### src/rtl/tpu_pkg.sv
// Types shared by the dot-product datapath and its result writeback stage.
package tpu_pkg;

    localparam int DEFAULT_WIDTH     = 16;
    localparam int DEFAULT_NUM_UNITS = 16;

    typedef logic [DEFAULT_WIDTH-1:0] word_t;
    typedef word_t [DEFAULT_NUM_UNITS-1:0] vec_t;

    typedef enum logic [1:0] {
        IDLE  = 2'd0,
        WRITE = 2'd1,
        DONE  = 2'd2
    } wb_state_t;

endpackage

### src/rtl/lsb_priority_encoder.sv
// Combinational lowest-set-bit encoder: index of the least significant 1 in mask.
module lsb_priority_encoder #(
    parameter int N     = 16,
    parameter int IDX_W = (N > 1) ? $clog2(N) : 1
) (
    input  logic [N-1:0]     mask,
    output logic [IDX_W-1:0] idx,
    output logic             any_set
);

    // Scan downward so the lowest set bit is the last one to overwrite idx.
    always_comb begin
        idx = '0;
        for (int i = N - 1; i >= 0; i--) begin
            if (mask[i]) idx = IDX_W'(i);
        end
    end

    assign any_set = |mask;

endmodule

### src/rtl/relu_result_writeback.sv
// Captures a ReLU result vector on done_in and drains each active lane into the
// activation buffer over a valid/ready write port, lowest lane first.
//
// state | meaning
// IDLE  | waiting for done_in, capture registers idle
// WRITE | presenting lowest pending lane until buffer accepts it
// DONE  | single-cycle wb_done pulse, then back to IDLE
module relu_result_writeback
    import tpu_pkg::*;
#(
    parameter int WIDTH      = DEFAULT_WIDTH,
    parameter int NUM_UNITS  = DEFAULT_NUM_UNITS,
    parameter int ADDR_WIDTH = 8
) (
    input  logic                             clk,
    input  logic                             reset,
    input  logic                             done_in,
    input  logic [NUM_UNITS-1:0]             active_units,
    input  logic [NUM_UNITS-1:0][WIDTH-1:0]  relu_in,
    input  logic [ADDR_WIDTH-1:0]            base_addr,
    output logic                             wr_valid,
    input  logic                             wr_ready,
    output logic [ADDR_WIDTH-1:0]            wr_addr,
    output logic [WIDTH-1:0]                 wr_data,
    output logic                             busy,
    output logic                             wb_done,
    output logic                             overrun
);

    localparam int IDX_W = (NUM_UNITS > 1) ? $clog2(NUM_UNITS) : 1;

    wb_state_t                       state;
    logic [NUM_UNITS-1:0]            pending;
    logic [NUM_UNITS-1:0]            pending_clr;
    logic [NUM_UNITS-1:0][WIDTH-1:0] cap_data;
    logic [ADDR_WIDTH-1:0]           cap_base;
    logic [IDX_W-1:0]                lane_idx;
    logic                            lane_any;
    logic                            handshake;

    lsb_priority_encoder #(
        .N     (NUM_UNITS),
        .IDX_W (IDX_W)
    ) u_lane_sel (
        .mask    (pending),
        .idx     (lane_idx),
        .any_set (lane_any)
    );

    // Address and data are pure functions of held registers, so they stay
    // stable for as long as the buffer stalls.
    assign wr_valid    = (state == WRITE) && lane_any;
    assign wr_addr     = wr_valid ? cap_base + ADDR_WIDTH'(lane_idx) : '0;
    assign wr_data     = wr_valid ? cap_data[lane_idx] : '0;
    assign busy        = (state != IDLE);
    assign wb_done     = (state == DONE);
    assign handshake   = wr_valid && wr_ready;
    assign pending_clr = pending & ~(NUM_UNITS'(1) << lane_idx);

    always_ff @(posedge clk) begin
        if (reset) begin
            state    <= IDLE;
            pending  <= '0;
            cap_data <= '0;
            cap_base <= '0;
            overrun  <= 1'b0;
        end else begin
            case (state)
                IDLE: begin
                    if (done_in) begin
                        cap_data <= relu_in;
                        cap_base <= base_addr;
                        pending  <= active_units;
                        state    <= (|active_units) ? WRITE : DONE;
                    end
                end
                WRITE: begin
                    if (done_in) overrun <= 1'b1;
                    if (handshake) begin
                        pending <= pending_clr;
                        if (pending_clr == '0) state <= DONE;
                    end
                end
                DONE: begin
                    // The compute unit may not refill until IDLE is reached.
                    if (done_in) overrun <= 1'b1;
                    state <= IDLE;
                end
                default: state <= IDLE;
            endcase
        end
    end

endmodule
### config.mk
export PLATFORM = sky130hd
export DESIGN_NAME = relu_result_writeback
export DESIGN_NICKNAME = d
export VERILOG_FILES = /design/src/rtl/tpu_pkg.sv /design/src/rtl/lsb_priority_encoder.sv /design/src/rtl/relu_result_writeback.sv
export SDC_FILE = /design/constraint.sdc
export NUM_CORES = 1
export LEC_CHECK = 0
export CORE_MARGIN = 2
export CORE_UTILIZATION = 50
export CTS_CLUSTER_SIZE = 30
export DETAILED_ROUTE_END_ITERATION = 7
export PLACE_DENSITY = 0.81
export SLEW_MARGIN = 5
export SYNTH_ARGS = -nofsm -noshare
export SYNTH_HDL_FRONTEND = slang
export SYNTH_HIERARCHICAL = 1
export SYNTH_SLANG_ARGS = --single-unit
### constraint.sdc
create_clock -name clk -period 3.7 [get_ports clk]
set_clock_uncertainty 0.2 [all_clocks]
set_input_delay 0.555 -clock clk [delete_from_list [all_inputs] [get_ports clk]]
set_output_delay 0.555 -clock clk [all_outputs]
set_load 0.005 [all_outputs]
==> qor_table.md, run 1 <==
| Step | Quantity | Reported |
| --- | --- | --- |
| floorplanning | Core Rows | 57 |
| synthesis | Net count of the mapped netlist | 1767 |
| clock network | Max clock buf depth | 3 |
| pwr | Maximum vdd drop | 0.000640 V |
| critical path | Crit Path Class | flip-flop to primary output |
| clock network | CTS Root Buffer Type | sky130_fd_sc_hd__clkbuf_16 |
| clock network | Insertion delay to the later sink of the worst-skew pair | 570 ps |
| route | Number of vias after detailed routing | 12700 |
| grt | Initial antenna violation count | 1 |
| grt | Pin count of the biggest net entering global routing | 121 |
| sta | Setup repair after global routing missed its margin | yes |
| placed design | Quantity of I/O buffers inserted on ports | 311 |
| pwr | Power density over the cells | 958 mW/mm² |
| finish | Fin util | 72.7% |
| sta | Total negative slack | -5590 ps |
| clock network | Cts bufs inserted | 30 |
| floorplanning | Die extent in x | 162 µm |
| synthesis | Async SR Flop Fraction | 0% |
| placed design | Cell count after placement | 2046 |
| floorplanning | Vert. Die Dim | 162 µm |
| finish | Layout cell share with drive strength beyond 1 | 15.9% |
| floorplanning | Core box area | 0.0245 mm² |
| grt | Remaining global-route overflow | 0 |
| route | Detailed-router iteration count before antenna repair | 6 |
| sta | Worst relative slew slack | 42.2% |
| synthesis | Biggest area contributors in the synthesized netlist | sky130_fd_sc_hd__dfxtp_1 45%, sky130_fd_sc_hd__nand2_1 17%, sky130_fd_sc_hd__mux4_2 14% |
| critical path | Required @ worst endpoint | 2940 ps |
| route | Wire length per cell | 22.1 µm |
| synthesis | Avg Synthesized Cell Area | 8.47 µm² |
| synthesis | Post-synth cell types | 52 |
| route | DRC violations left | 0 |
| clock network | Clock transition at the register clock pins on the worst setup and hold paths after CTS | 60 ps |
| pwr | LEAKAGE | 6.71 nW |
| sta | Final Max Tran Viols | 0 |
| sta | Worst-case setup margin in the final layout | -390 ps |
| finish | # nets final | 2081 |
| finish | Final instance count without filler cells | 2137 |
| synthesis | Register bit total from synthesis | 283 |
| synthesis | Post-Synthesis Cell Area | 0.0125 mm² |
| critical path | Worst Setup Start Kind | flip-flop |
| sta | Actual slew at the worst max-slew pin | 867 ps |
| route | Total length of routed wires | 47300 µm |
| synthesis | Primary FF master, synth | sky130_fd_sc_hd__dfxtp_1 |
| placed design | Final estimated routing congestion in global placement | 1.06 |
| route | Antenna viol nets, final | 0 |
| synthesis | Share of the synthesized area in the top cell type | 45.3% |
| clock network | Total of hold buffers inserted after clock tree synthesis | 0 |
| sta | Tcrit/Tclk final | 111% |
| grt | Wire length of the first global-routing pass | 70900 µm |
| sta | Minimum period implied by the final worst setup slack | 4090 ps |
| synthesis | Most area-hungry cell type in the Yosys netlist | sky130_fd_sc_hd__dfxtp_1 |
| route | DRC marker count from the first detailed-route iteration | 1419 |
| placed design | Half-perimeter wire length after placement | 33200 µm |
| synthesis | Number of enable flip-flop cells after synthesis | 0 |
| critical path | Worst path arrival time | 3330 ps |
| floorplanning | Number of placed I/O pins | 312 |
| finish | Synth-to-layout area growth | 42.4% |
| synthesis | Sequential fraction of the synthesis area | 45.3% |
| synthesis | Commonest cells post-synth | 550 x sky130_fd_sc_hd__nand2_1, 289 x sky130_fd_sc_hd__a21oi_1, 283 x sky130_fd_sc_hd__dfxtp_1 |
| run status | Outcome | finished, violations left |
| clock network | Clock tree from TritonCTS | yes |
| floorplanning | Starting density of the core | 51.1% |
| grt | Number of global-route vias before repair | 12300 |
| sta | Setup-failing EPs final | 20 |
| synthesis | Synthesized instance count | 1475 |
| grt | Overall global routing resource usage | 35.4% |
| route | Via count normalized by instance count | 5.94 |
| clock network | H-tree depth | 1 |
| sta | F_max | 245 MHz |
| synthesis | Synthesis warning total | 6 |
| sta | Final hold violation count | 0 |
| synthesis | Most common cell in the netlist | sky130_fd_sc_hd__nand2_1 |
| critical path | CP endpoint kind | primary output |
| worst hold path | Type of the most critical hold path | flip-flop to flip-flop |
| run status | Violations in the final reports | negative setup slack |
| floorplanning | Area of the die | 0.0263 mm² |
| critical path | Top fanout value on the critical path | 6 |
| run | # Max-Cap Violations | 0 |
| clock network | Number of clock sinks | 283 |
critical path, cell delays in order (launching register included):
cell and delay, ps:
sky130_fd_sc_hd__dfxtp_2 330, sky130_fd_sc_hd__inv_2 50, sky130_fd_sc_hd__a21oi_2 40, sky130_fd_sc_hd__o311a_1 330, sky130_fd_sc_hd__o22ai_4 220, sky130_fd_sc_hd__buf_6 150, sky130_fd_sc_hd__buf_6 120, sky130_fd_sc_hd__buf_16 130
sky130_fd_sc_hd__buf_6 110, sky130_fd_sc_hd__mux4_2 480, sky130_fd_sc_hd__mux4_2 470, sky130_fd_sc_hd__and2_4 200, sky130_fd_sc_hd__buf_6 110
power by group:
group | internal (mW) | switching (mW)
clock network | 2.09 | 1.32
registers | 3.63 | 0.525
logic | 4.94 | 4.54
total | 10.7 | 6.38
repair_timing:
action,CTS,global route
resized for setup,153,17
buffers inserted,29,5
pin swaps,13,9
endpoints found under the setup margin,23,25
cloned,4,0
kinds of logic (layout without fill, tap and decap cells):
kind of cell,after synthesis,count (layout),synth area share (%)
mux,81,81,14.5
simple gates,631,631,20.1
fa+ha+maj,8,8,0.861
flops,283,283,45.3
other cells,0,1,0
buf+inv,128,465,4.45
compound gates,340,340,14.5
xor+xnor,4,4,0.280
metrics by stage:
step | power [mW] | hold WS [ps] | setup WS (ps) | area (µm²)
6_report | 17.0 | 259 | -390 | 17800
5_1_grt | 17.8 | 278 | -481 | 17800
4_1_cts | 16.8 | 257 | -391 | 17800
3_5_place_dp | 11.8 | 248 | -119 | 16100
3_3_place_gp | 11.6 | 239 | -100 | 16100
2_1_floorplan | 9.17 | 233 | 226 | 12500
state kept, by name, indices dropped and copies added (netlist names):
name / count
cap_base: 8
cap_data: 256
overrun: 1
pending: 16
state: 2
cells in the final DEF, fill, tap and decap left out, types with 3 or more instances in the layout:
| cell | netlist | final |
|---|---|---|
| sky130_fd_sc_hd__clkinvlp_4 | 0 | 3 |
| sky130_fd_sc_hd__inv_1 | 11 | 10 |
| sky130_fd_sc_hd__a21oi_1 | 289 | 286 |
| sky130_fd_sc_hd__nor2_1 | 27 | 25 |
| sky130_fd_sc_hd__bufinv_16 | 0 | 7 |
| sky130_fd_sc_hd__a21oi_2 | 0 | 3 |
| sky130_fd_sc_hd__dfxtp_2 | 0 | 4 |
| sky130_fd_sc_hd__clkinv_2 | 0 | 4 |
| sky130_fd_sc_hd__buf_16 | 0 | 3 |
| sky130_fd_sc_hd__nand2b_1 | 3 | 3 |
| sky130_fd_sc_hd__buf_4 | 2 | 50 |
| sky130_fd_sc_hd__o21ai_0 | 11 | 10 |
| sky130_fd_sc_hd__and2_4 | 0 | 16 |
| sky130_fd_sc_hd__mux4_2 | 80 | 80 |
| sky130_fd_sc_hd__clkbuf_8 | 0 | 6 |
| sky130_fd_sc_hd__nor2_2 | 2 | 4 |
| sky130_fd_sc_hd__buf_12 | 3 | 15 |
| sky130_fd_sc_hd__nand2_1 | 550 | 549 |
| sky130_fd_sc_hd__dfxtp_1 | 283 | 278 |
| sky130_fd_sc_hd__buf_6 | 1 | 32 |
| sky130_fd_sc_hd__xor2_1 | 3 | 3 |
| sky130_fd_sc_hd__buf_8 | 0 | 3 |
| sky130_fd_sc_hd__clkbuf_1 | 99 | 3 |
| sky130_fd_sc_hd__nand3_1 | 5 | 4 |
| sky130_fd_sc_hd__ha_1 | 7 | 6 |
| sky130_fd_sc_hd__a31oi_1 | 6 | 4 |
| sky130_fd_sc_hd__nor2b_1 | 4 | 3 |
| sky130_fd_sc_hd__nor4_1 | 7 | 7 |
| sky130_fd_sc_hd__a21o_1 | 10 | 10 |
| sky130_fd_sc_hd__clkbuf_16 | 0 | 30 |
| sky130_fd_sc_hd__buf_2 | 8 | 6 |
| sky130_fd_sc_hd__clkdlybuf4s50_1 | 0 | 287 |
| sky130_fd_sc_hd__a22oi_1 | 8 | 8 |
final timing paths:
kind,start,end,slack (ps),cells past startpoint
hold / removal,cap_data[13]$_SDFFE_PP0P_,cap_data[13]$_SDFFE_PP0P_,260,2
setup reg to reg,pending[10]$_SDFFE_PP0P_,state[1]$_SDFFE_PP0P_,300,15
setup / recovery,pending[14]$_SDFFE_PP0P_,wr_data[2],-390,12
hold reg to reg,cap_data[13]$_SDFFE_PP0P_,cap_data[13]$_SDFFE_PP0P_,260,2
final cells by class:
type / instances / area [µm²]
fillers: 1706 / 6670
multi-input cells: 1064 / 6440
flip-flops and latches: 283 / 5670
repair buffers: 399 / 4090
clock buffers: 38 / 831
well taps: 324 / 405
clock inverters: 17 / 303
inverters: 11 / 41.3
diodes: 1 / 2.50
metal layers:
layer	GRT usage (%)	vias up	part of all wire [%]
li1	-	5645	-
met3	8.53	200	11
met2	56.8	887	46
met5	0	-	0
met1	44.7	5959	37
met4	18.0	0	6.4
No activity file was read; power rests on OpenSTA's default activity.
==> run 2: changes to the inputs <==
--- a/config.mk
+++ b/config.mk
@@ -9,7 +9,7 @@
 export CORE_UTILIZATION = 50
 export CTS_CLUSTER_SIZE = 30
 export DETAILED_ROUTE_END_ITERATION = 7
-export PLACE_DENSITY = 0.81
+export PLACE_DENSITY_LB_ADDON = 0.1
 export SLEW_MARGIN = 5
 export SYNTH_ARGS = -nofsm -noshare
 export SYNTH_HDL_FRONTEND = slang
==> qor_table.md, run 2 (synthesis gave the netlist of run 1 again) <==
| Step | Quantity | Reported | Change |
| --- | --- | --- | --- |
| finish | Biggest register | cap_data | unchanged |
| critical path | Worst reg2reg setup slack | 370 ps | was 300 ps |
| sta | Worst relative slew slack | 55.1% | was 42.2% |
| placed design | Quantity of I/O buffers inserted on ports | 311 | unchanged |
| grt | Pin count of the biggest net entering global routing | 99 | was 121 |
| run status | Outcome | finished, violations left | unchanged |
| route | Total length of routed wires | 44100 µm | was 47300 µm |
| route | Antenna viol nets, final | 0 | unchanged |
| clock network | Insertion delay to the later sink of the worst-skew pair | 540 ps | was 570 ps |
| sta | F_max | 248 MHz | was 245 MHz |
| critical path | Crit Path Class | flip-flop to primary output | unchanged |
| grt | Overall global routing resource usage | 32.8% | was 35.4% |
| critical path | Worst-case reg-to-reg path depth | 12 | was 15 |
| critical path | Worst Setup Start Kind | flip-flop | unchanged |
| floorplanning | Core box area | 0.0245 mm² | unchanged |
| clock network | Cts bufs inserted | 30 | unchanged |
| floorplanning | Vert. Die Dim | 162 µm | unchanged |
| route | Wire length per cell | 20.7 µm | was 22.1 µm |
| floorplanning | Starting density of the core | 51.1% | unchanged |
| critical path | Worst path arrival time | 3280 ps | was 3330 ps |
| sta | Worst-case setup margin in the final layout | -336 ps | was -390 ps |
| grt | Met2 demand-to-capacity share in global routing | 55.3% | was 56.8% |
| grt | Most used routing layer in global routing | met2 | unchanged |
| critical path | CP Launch Point | pending[14]$_SDFFE_PP0P_ | unchanged |
| finish | Final instance count without filler cells | 2132 | was 2137 |
| critical path | Ordered cell list for the critical path | inv_2, a21oi_2, o311a_1, o22ai_4, buf_12, buf_12, buf_8, buf_6, mux4_2, mux4_2, and2_4, buf_6 | was inv_2, a21oi_2, o311a_1, o22ai_4, buf_6, buf_6, buf_16, buf_6, mux4_2, mux4_2, and2_4, buf_6 |
| floorplanning | Die extent in x | 162 µm | unchanged |
| floorplanning | Core Rows | 57 | unchanged |
| route | Detailed-router iteration count before antenna repair | 5 | was 6 |
| sta | Actual slew at the worst max-slew pin | 674 ps | was 867 ps |
| route | Number of vias after detailed routing | 12100 | was 12700 |
| clock network | Number of clock sinks | 283 | unchanged |
| finish | # nets final | 2077 | was 2081 |
| sta | Setup repair after global routing missed its margin | yes | unchanged |
| sta | Minimum period implied by the final worst setup slack | 4040 ps | was 4090 ps |
| pwr | LEAKAGE | 6.64 nW | was 6.71 nW |
| floorplanning | Area of the die | 0.0263 mm² | unchanged |
| critical path | CP endpoint kind | primary output | unchanged |
| critical path | Required @ worst endpoint | 2940 ps | about the same |
| clock network | H-tree depth | 1 | unchanged |
| sta | Final hold slack | 253 ps | was 259 ps |
| grt | Number of global-route vias before repair | 11700 | was 12300 |
| run status | Violations in the final reports | negative setup slack | unchanged |
| finish | Most common cell after layout, fill and taps aside | sky130_fd_sc_hd__nand2_1 | unchanged |
| critical path | Worst reg2reg path startpoint | pending[4]$_SDFFE_PP0P_ | was pending[10]$_SDFFE_PP0P_ |
| finish | Biggest registers after layout | cap_data x256, pending x16, cap_base x8 | unchanged |
| grt | Met1 Track Usage GR | 43.7% | was 44.7% |
| clock network | Clock transition at the register clock pins on the worst setup and hold paths after CTS | 60 ps | about the same |
| pwr | Power density over the cells | 927 mW/mm² | was 958 mW/mm² |
| critical path | Critical path's slowest cell | sky130_fd_sc_hd__mux4_2 | unchanged |
| placed design | Cell count after placement | 2049 | was 2046 |
| grt | Initial antenna violation count | 0 | was 1 |
| clock network | Max clock buf depth | 3 | unchanged |
| pwr | Maximum vdd drop | 0.000555 V | was 0.000640 V |
| finish | Most used cells in the layout excluding fill and tap cells | 549 x sky130_fd_sc_hd__nand2_1, 287 x sky130_fd_sc_hd__clkdlybuf4s50_1, 284 x sky130_fd_sc_hd__a21oi_1 | was 549 x sky130_fd_sc_hd__nand2_1, 287 x sky130_fd_sc_hd__clkdlybuf4s50_1, 286 x sky130_fd_sc_hd__a21oi_1 |
| critical path | FF-to-FF End | state[1]$_SDFFE_PP0P_ | unchanged |
| finish | Max FFs per register | 256 | unchanged |
| sta | Final Max Tran Viols | 0 | unchanged |
| route | Via count normalized by instance count | 5.69 | was 5.94 |
| placed design | Half-perimeter wire length after placement | 32600 µm | was 33200 µm |
| critical path | Top fanout value on the critical path | 5 | was 6 |
| placed design | Placed cell area | 0.0162 mm² | was 0.0161 mm² |
| placed design | Final estimated routing congestion in global placement | 0.960 | was 1.06 |
| critical path | CP endpoint | wr_data[12] | was wr_data[2] |
| clock network | Total of hold buffers inserted after clock tree synthesis | 0 | unchanged |
| route | DRC marker count from the first detailed-route iteration | 1151 | was 1419 |
| finish | Synth-to-layout area growth | 41.3% | was 42.4% |
| grt | Remaining global-route overflow | 0 | unchanged |
| worst hold path | Type of the most critical hold path | flip-flop to flip-flop | unchanged |
| sta | Setup-failing EPs final | 18 | was 20 |
| grt | Wire length of the first global-routing pass | 66400 µm | was 70900 µm |
| clock network | Clock tree from TritonCTS | yes | unchanged |
| run | # Max-Cap Violations | 0 | unchanged |
| route | DRC violations left | 0 | unchanged |
| sta | Final hold violation count | 0 | unchanged |
| finish | Diode count | 0 | was 1 |
| grt | Met3 GRT Util | 4.21% | was 8.53% |
| sta | Tcrit/Tclk final | 109% | was 111% |
| critical path | Critical path's largest stage delay | 490 ps | was 480 ps |
| finish | Post-route cell area | 0.0177 mm² | was 0.0178 mm² |
| finish | Fin util | 72.2% | was 72.7% |
| floorplanning | Number of placed I/O pins | 312 | unchanged |
| finish | Layout cell share with drive strength beyond 1 | 15.4% | was 15.9% |
| placed design | Post-placement worst setup slack | -72.9 ps | was -119 ps |
| sta | Total negative slack | -4790 ps | was -5590 ps |
| pwr | Pwr Total | 16.4 mW | was 17.0 mW |
| clock network | CTS Root Buffer Type | sky130_fd_sc_hd__clkbuf_16 | unchanged |
==> run 2: changes by cell type in the layout (fill, tap and decap cells not counted), moves of 2 or more <==
cell and change:
sky130_fd_sc_hd__bufinv_16 -3, sky130_fd_sc_hd__dfxtp_2 +2, sky130_fd_sc_hd__clkbuf_1 +3, sky130_fd_sc_hd__buf_12 +2
sky130_fd_sc_hd__buf_16 -2, sky130_fd_sc_hd__a21oi_1 -2, sky130_fd_sc_hd__nor2_2 -2, sky130_fd_sc_hd__buf_2 -2
sky130_fd_sc_hd__buf_6 -5, sky130_fd_sc_hd__a21oi_2 +2, sky130_fd_sc_hd__dlygate4sd2_1 +3
==> run 2: critical path: cells and delay by family, from the launching register on <==
family,cells,cell delay (ps)
AO/OA/AOI/OAI,3,630
buffers and inverters,6,650
flip-flops,1,330
multiplexers,2,950
AND/OR/NAND/NOR,1,170
==> run 2: power breakdown <==
| part | leakage, nW | internal (mW) | switching (mW) |
|---|---|---|---|
| logic | 3.81 | 4.73 | 4.39 |
| registers | 2.32 | 3.63 | 0.477 |
| clock network | 0.500 | 1.87 | 1.26 |
==> run 2: area by class of cell <==
cell class              count  area (µm²)
clock buffers              41         842
clock inverters            14         193
fillers                  1914        6800
inverters                  11        41.3
multi-input cells        1064        6460
flip-flops and latches    283        5670
well taps                 324         405
repair buffers            395        4040
==> run 2: worst min path at each step <==
stage | from | endpoint | slack, ps | cells after the start
6_report | cap_data[124]$_SDFFE_PP0P_ | cap_data[124]$_SDFFE_PP0P_ | 250 | 2
5_1_grt | cap_data[113]$_SDFFE_PP0P_ | cap_data[113]$_SDFFE_PP0P_ | 270 | 2
4_1_cts | cap_data[111]$_SDFFE_PP0P_ | cap_data[111]$_SDFFE_PP0P_ | 250 | 2
3_5_place_dp | cap_data[111]$_SDFFE_PP0P_ | cap_data[111]$_SDFFE_PP0P_ | 250 | 2
3_3_place_gp | cap_data[111]$_SDFFE_PP0P_ | cap_data[111]$_SDFFE_PP0P_ | 240 | 2
2_1_floorplan | cap_data[100]$_SDFFE_PP0P_ | cap_data[100]$_SDFFE_PP0P_ | 230 | 2
==> run 2: what timing repair did <==
| item | 4_1_cts | 5_1_grt |
|---|---|---|
| resized for setup | 149 | 6 |
| pin swaps | 19 | 7 |
| endpoints found under the setup margin | 24 | 23 |
| endpoints found under the hold margin | 0 | 0 |
| cloned | 1 | 0 |
| setup buffers | 26 | 2 |
==> run 2: per-layer routing <==
| layer | share of wire (%) | vias to the layer above |
|---|---|---|
| met3 | 8.1 | 98 |
| met2 | 48 | 579 |
| met5 | 0 | - |
| met1 | 40 | 5813 |
| li1 | - | 5638 |
| met4 | 4.1 | 0 |
==> run 3: changes to the inputs <==
--- a/config.mk
+++ b/config.mk
@@ -9,7 +9,7 @@
 export CORE_UTILIZATION = 50
 export CTS_CLUSTER_SIZE = 30
 export DETAILED_ROUTE_END_ITERATION = 7
-export PLACE_DENSITY_LB_ADDON = 0.1
+export PLACE_DENSITY_LB_ADDON = 0.05
 export SLEW_MARGIN = 5
 export SYNTH_ARGS = -nofsm -noshare
 export SYNTH_HDL_FRONTEND = slang
==> qor_table.md, run 3 (synthesis gave the netlist of run 1 again) <==
| Step | Quantity | Reported | Change |
| --- | --- | --- | --- |
| run status | Outcome | finished, violations left | unchanged |
| run status | Violations in the final reports | negative setup slack | unchanged |
| floorplanning | Number of placed I/O pins | 312 | unchanged |
| sta | Final Max Tran Viols | 0 | unchanged |
| finish | Synth-to-layout area growth | 40.5% | was 41.3% |
| sta | Setup repair after global routing missed its margin | yes | unchanged |
| finish | Biggest register | cap_data | unchanged |
| pwr | Power density over the cells | 938 mW/mm² | was 927 mW/mm² |
| grt | Most used routing layer in global routing | met2 | unchanged |
| floorplanning | Area of the die | 0.0263 mm² | unchanged |
| placed design | Half-perimeter wire length after placement | 32100 µm | was 32600 µm |
| grt | Overall global routing resource usage | 33.1% | was 32.8% |
| floorplanning | Core Rows | 57 | unchanged |
| finish | Most common cell after layout, fill and taps aside | sky130_fd_sc_hd__nand2_1 | unchanged |
| grt | Pin count of the biggest net entering global routing | 128 | was 99 |
| worst hold path | Type of the most critical hold path | flip-flop to flip-flop | unchanged |
| grt | Wire length of the first global-routing pass | 66200 µm | was 66400 µm |
| sta | Worst relative slew slack | 51.4% | was 55.1% |
| sta | Total negative slack | -5300 ps | was -4790 ps |
| sta | F_max | 246 MHz | was 248 MHz |
| floorplanning | Core box area | 0.0245 mm² | unchanged |
| critical path | Crit Path Class | flip-flop to primary output | unchanged |
| route | DRC marker count from the first detailed-route iteration | 1218 | was 1151 |
| critical path | Top fanout value on the critical path | 5 | unchanged |
| finish | Max FFs per register | 256 | unchanged |
| finish | Layout cell share with drive strength beyond 1 | 15.2% | was 15.4% |
| route | Antenna viol nets, final | 0 | unchanged |
| clock network | Insertion delay to the later sink of the worst-skew pair | 540 ps | about the same |
| floorplanning | Starting density of the core | 51.1% | unchanged |
| placed design | Quantity of I/O buffers inserted on ports | 311 | unchanged |
| placed design | Final estimated routing congestion in global placement | 0.983 | was 0.960 |
| sta | Setup-failing EPs final | 19 | was 18 |
| clock network | Number of clock sinks | 283 | unchanged |
| finish | Most used cells in the layout excluding fill and tap cells | 549 x sky130_fd_sc_hd__nand2_1, 287 x sky130_fd_sc_hd__clkdlybuf4s50_1, 285 x sky130_fd_sc_hd__a21oi_1 | was 549 x sky130_fd_sc_hd__nand2_1, 287 x sky130_fd_sc_hd__clkdlybuf4s50_1, 284 x sky130_fd_sc_hd__a21oi_1 |
| pwr | LEAKAGE | 6.59 nW | was 6.64 nW |
| finish | Biggest registers after layout | cap_data x256, pending x16, cap_base x8 | unchanged |
| grt | Initial antenna violation count | 0 | unchanged |
| floorplanning | Vert. Die Dim | 162 µm | unchanged |
| route | Detailed-router iteration count before antenna repair | 5 | unchanged |
| clock network | H-tree depth | 1 | unchanged |
| sta | Worst-case setup margin in the final layout | -363 ps | was -336 ps |
| run | # Max-Cap Violations | 0 | unchanged |
| pwr | Maximum vdd drop | 0.000521 V | was 0.000555 V |
| critical path | Worst Setup Start Kind | flip-flop | unchanged |
| grt | Met2 demand-to-capacity share in global routing | 53.7% | was 55.3% |
| finish | # nets final | 2077 | unchanged |
| route | DRC violations left | 0 | unchanged |
| sta | Final hold violation count | 0 | unchanged |
| grt | Met3 GRT Util | 5.59% | was 4.21% |
| critical path | Worst path arrival time | 3310 ps | was 3280 ps |
| clock network | Clock transition at the register clock pins on the worst setup and hold paths after CTS | 60 ps | about the same |
| clock network | Cts bufs inserted | 30 | unchanged |
| clock network | Total of hold buffers inserted after clock tree synthesis | 0 | unchanged |
| grt | Remaining global-route overflow | 0 | unchanged |
| critical path | CP endpoint kind | primary output | unchanged |
| finish | Diode count | 0 | unchanged |
| floorplanning | Die extent in x | 162 µm | unchanged |
| sta | Actual slew at the worst max-slew pin | 729 ps | was 674 ps |
| grt | Number of global-route vias before repair | 11600 | was 11700 |
| clock network | CTS Root Buffer Type | sky130_fd_sc_hd__clkbuf_16 | unchanged |
| route | Wire length per cell | 20.9 µm | was 20.7 µm |
| pwr | Pwr Total | 16.5 mW | was 16.4 mW |
| route | Total length of routed wires | 44600 µm | was 44100 µm |
| route | Number of vias after detailed routing | 12000 | was 12100 |
| sta | Minimum period implied by the final worst setup slack | 4060 ps | was 4040 ps |
| route | Via count normalized by instance count | 5.65 | was 5.69 |
| clock network | Clock tree from TritonCTS | yes | unchanged |
| grt | Met1 Track Usage GR | 43.9% | was 43.7% |
| sta | Tcrit/Tclk final | 110% | was 109% |
| critical path | Required @ worst endpoint | 2940 ps | about the same |
| clock network | Max clock buf depth | 3 | unchanged |
run 3: cell types whose count changed in the layout (fill, tap and decap cells not counted), moves of 3 or more:
cell	delta
sky130_fd_sc_hd__buf_2	+3
sky130_fd_sc_hd__buf_6	-6
sky130_fd_sc_hd__buf_12	+3
sky130_fd_sc_hd__clkbuf_1	+3
sky130_fd_sc_hd__clkinvlp_4	-3
sky130_fd_sc_hd__dlygate4sd2_1	-4
run 3: area by class of cell:
| cell class | instances | area, µm² |
|---|---|---|
| Timing Repair Buffer | 395 | 4070 |
| Clock buffer | 42 | 826 |
| Multi-Input combinational cell | 1064 | 6440 |
| Sequential cell | 283 | 5670 |
| Clock inverter | 9 | 106 |
| Inverter | 11 | 41.3 |
| Fill cell | 1944 | 6900 |
| Tap cell | 324 | 405 |
run 3: path summary, 6_finish.rpt:
check	from	endpoint	depth (start not counted)	slack, ps
worst max-delay path	pending[14]$_SDFFE_PP0P_	wr_data[3]	11	-360
worst min-delay path	cap_data[15]$_SDFFE_PP0P_	cap_data[15]$_SDFFE_PP0P_	2	250
worst max register to register	pending[11]$_SDFFE_PP0P_	state[1]$_SDFFE_PP0P_	13	250
worst min register to register	cap_data[15]$_SDFFE_PP0P_	cap_data[15]$_SDFFE_PP0P_	2	250
run 3: timing repair:
action | CTS | global route
setup endpoints to repair | 23 | 25
pin swaps | 18 | 7
setup buffers | 25 | 4
resized for setup | 151 | 14
cloned | 3 | 0
hold endpoints to repair | 0 | 0
run 3: report_power, final:
part,total [mW],leakage [nW],internal [mW],switching (mW)
Combinational,9.45,3.81,5.00,4.45
Sequential,4.12,2.32,3.63,0.487
Clock,2.91,0.461,1.68,1.23
run 3: metal layers:
metal / vias up / wire length (µm)
met1: 5680 / 17600
met4: 0 / 2220
li1: 5634 / -
met2: 611 / 20900
met5: - / 0
met3: 97 / 3870
run 3: critical path, cell delays in order (launching register included):
cell and delay [ps]:
sky130_fd_sc_hd__dfxtp_2 330, sky130_fd_sc_hd__inv_2 50, sky130_fd_sc_hd__a21oi_2 40, sky130_fd_sc_hd__o311a_1 340, sky130_fd_sc_hd__o22ai_4 300, sky130_fd_sc_hd__buf_12 190, sky130_fd_sc_hd__buf_12 120, sky130_fd_sc_hd__buf_12 100
sky130_fd_sc_hd__mux4_2 490, sky130_fd_sc_hd__mux4_2 490, sky130_fd_sc_hd__and2_4 190, sky130_fd_sc_hd__buf_6 110
run 3: through the flow:
step	area [µm²]	hold WS, ps	cells	util (%)	setup WS [ps]
4_1_cts	17500	255	2127	71.7	-497
2_1_floorplan	12500	233	1475	-	226
3_5_place_dp	16100	247	2048	65.9	-72.7
5_1_grt	17600	269	2128	71.8	-461
3_3_place_gp	16100	240	2048	65.9	-45.7
6_report	17600	254	2128	71.8	-363
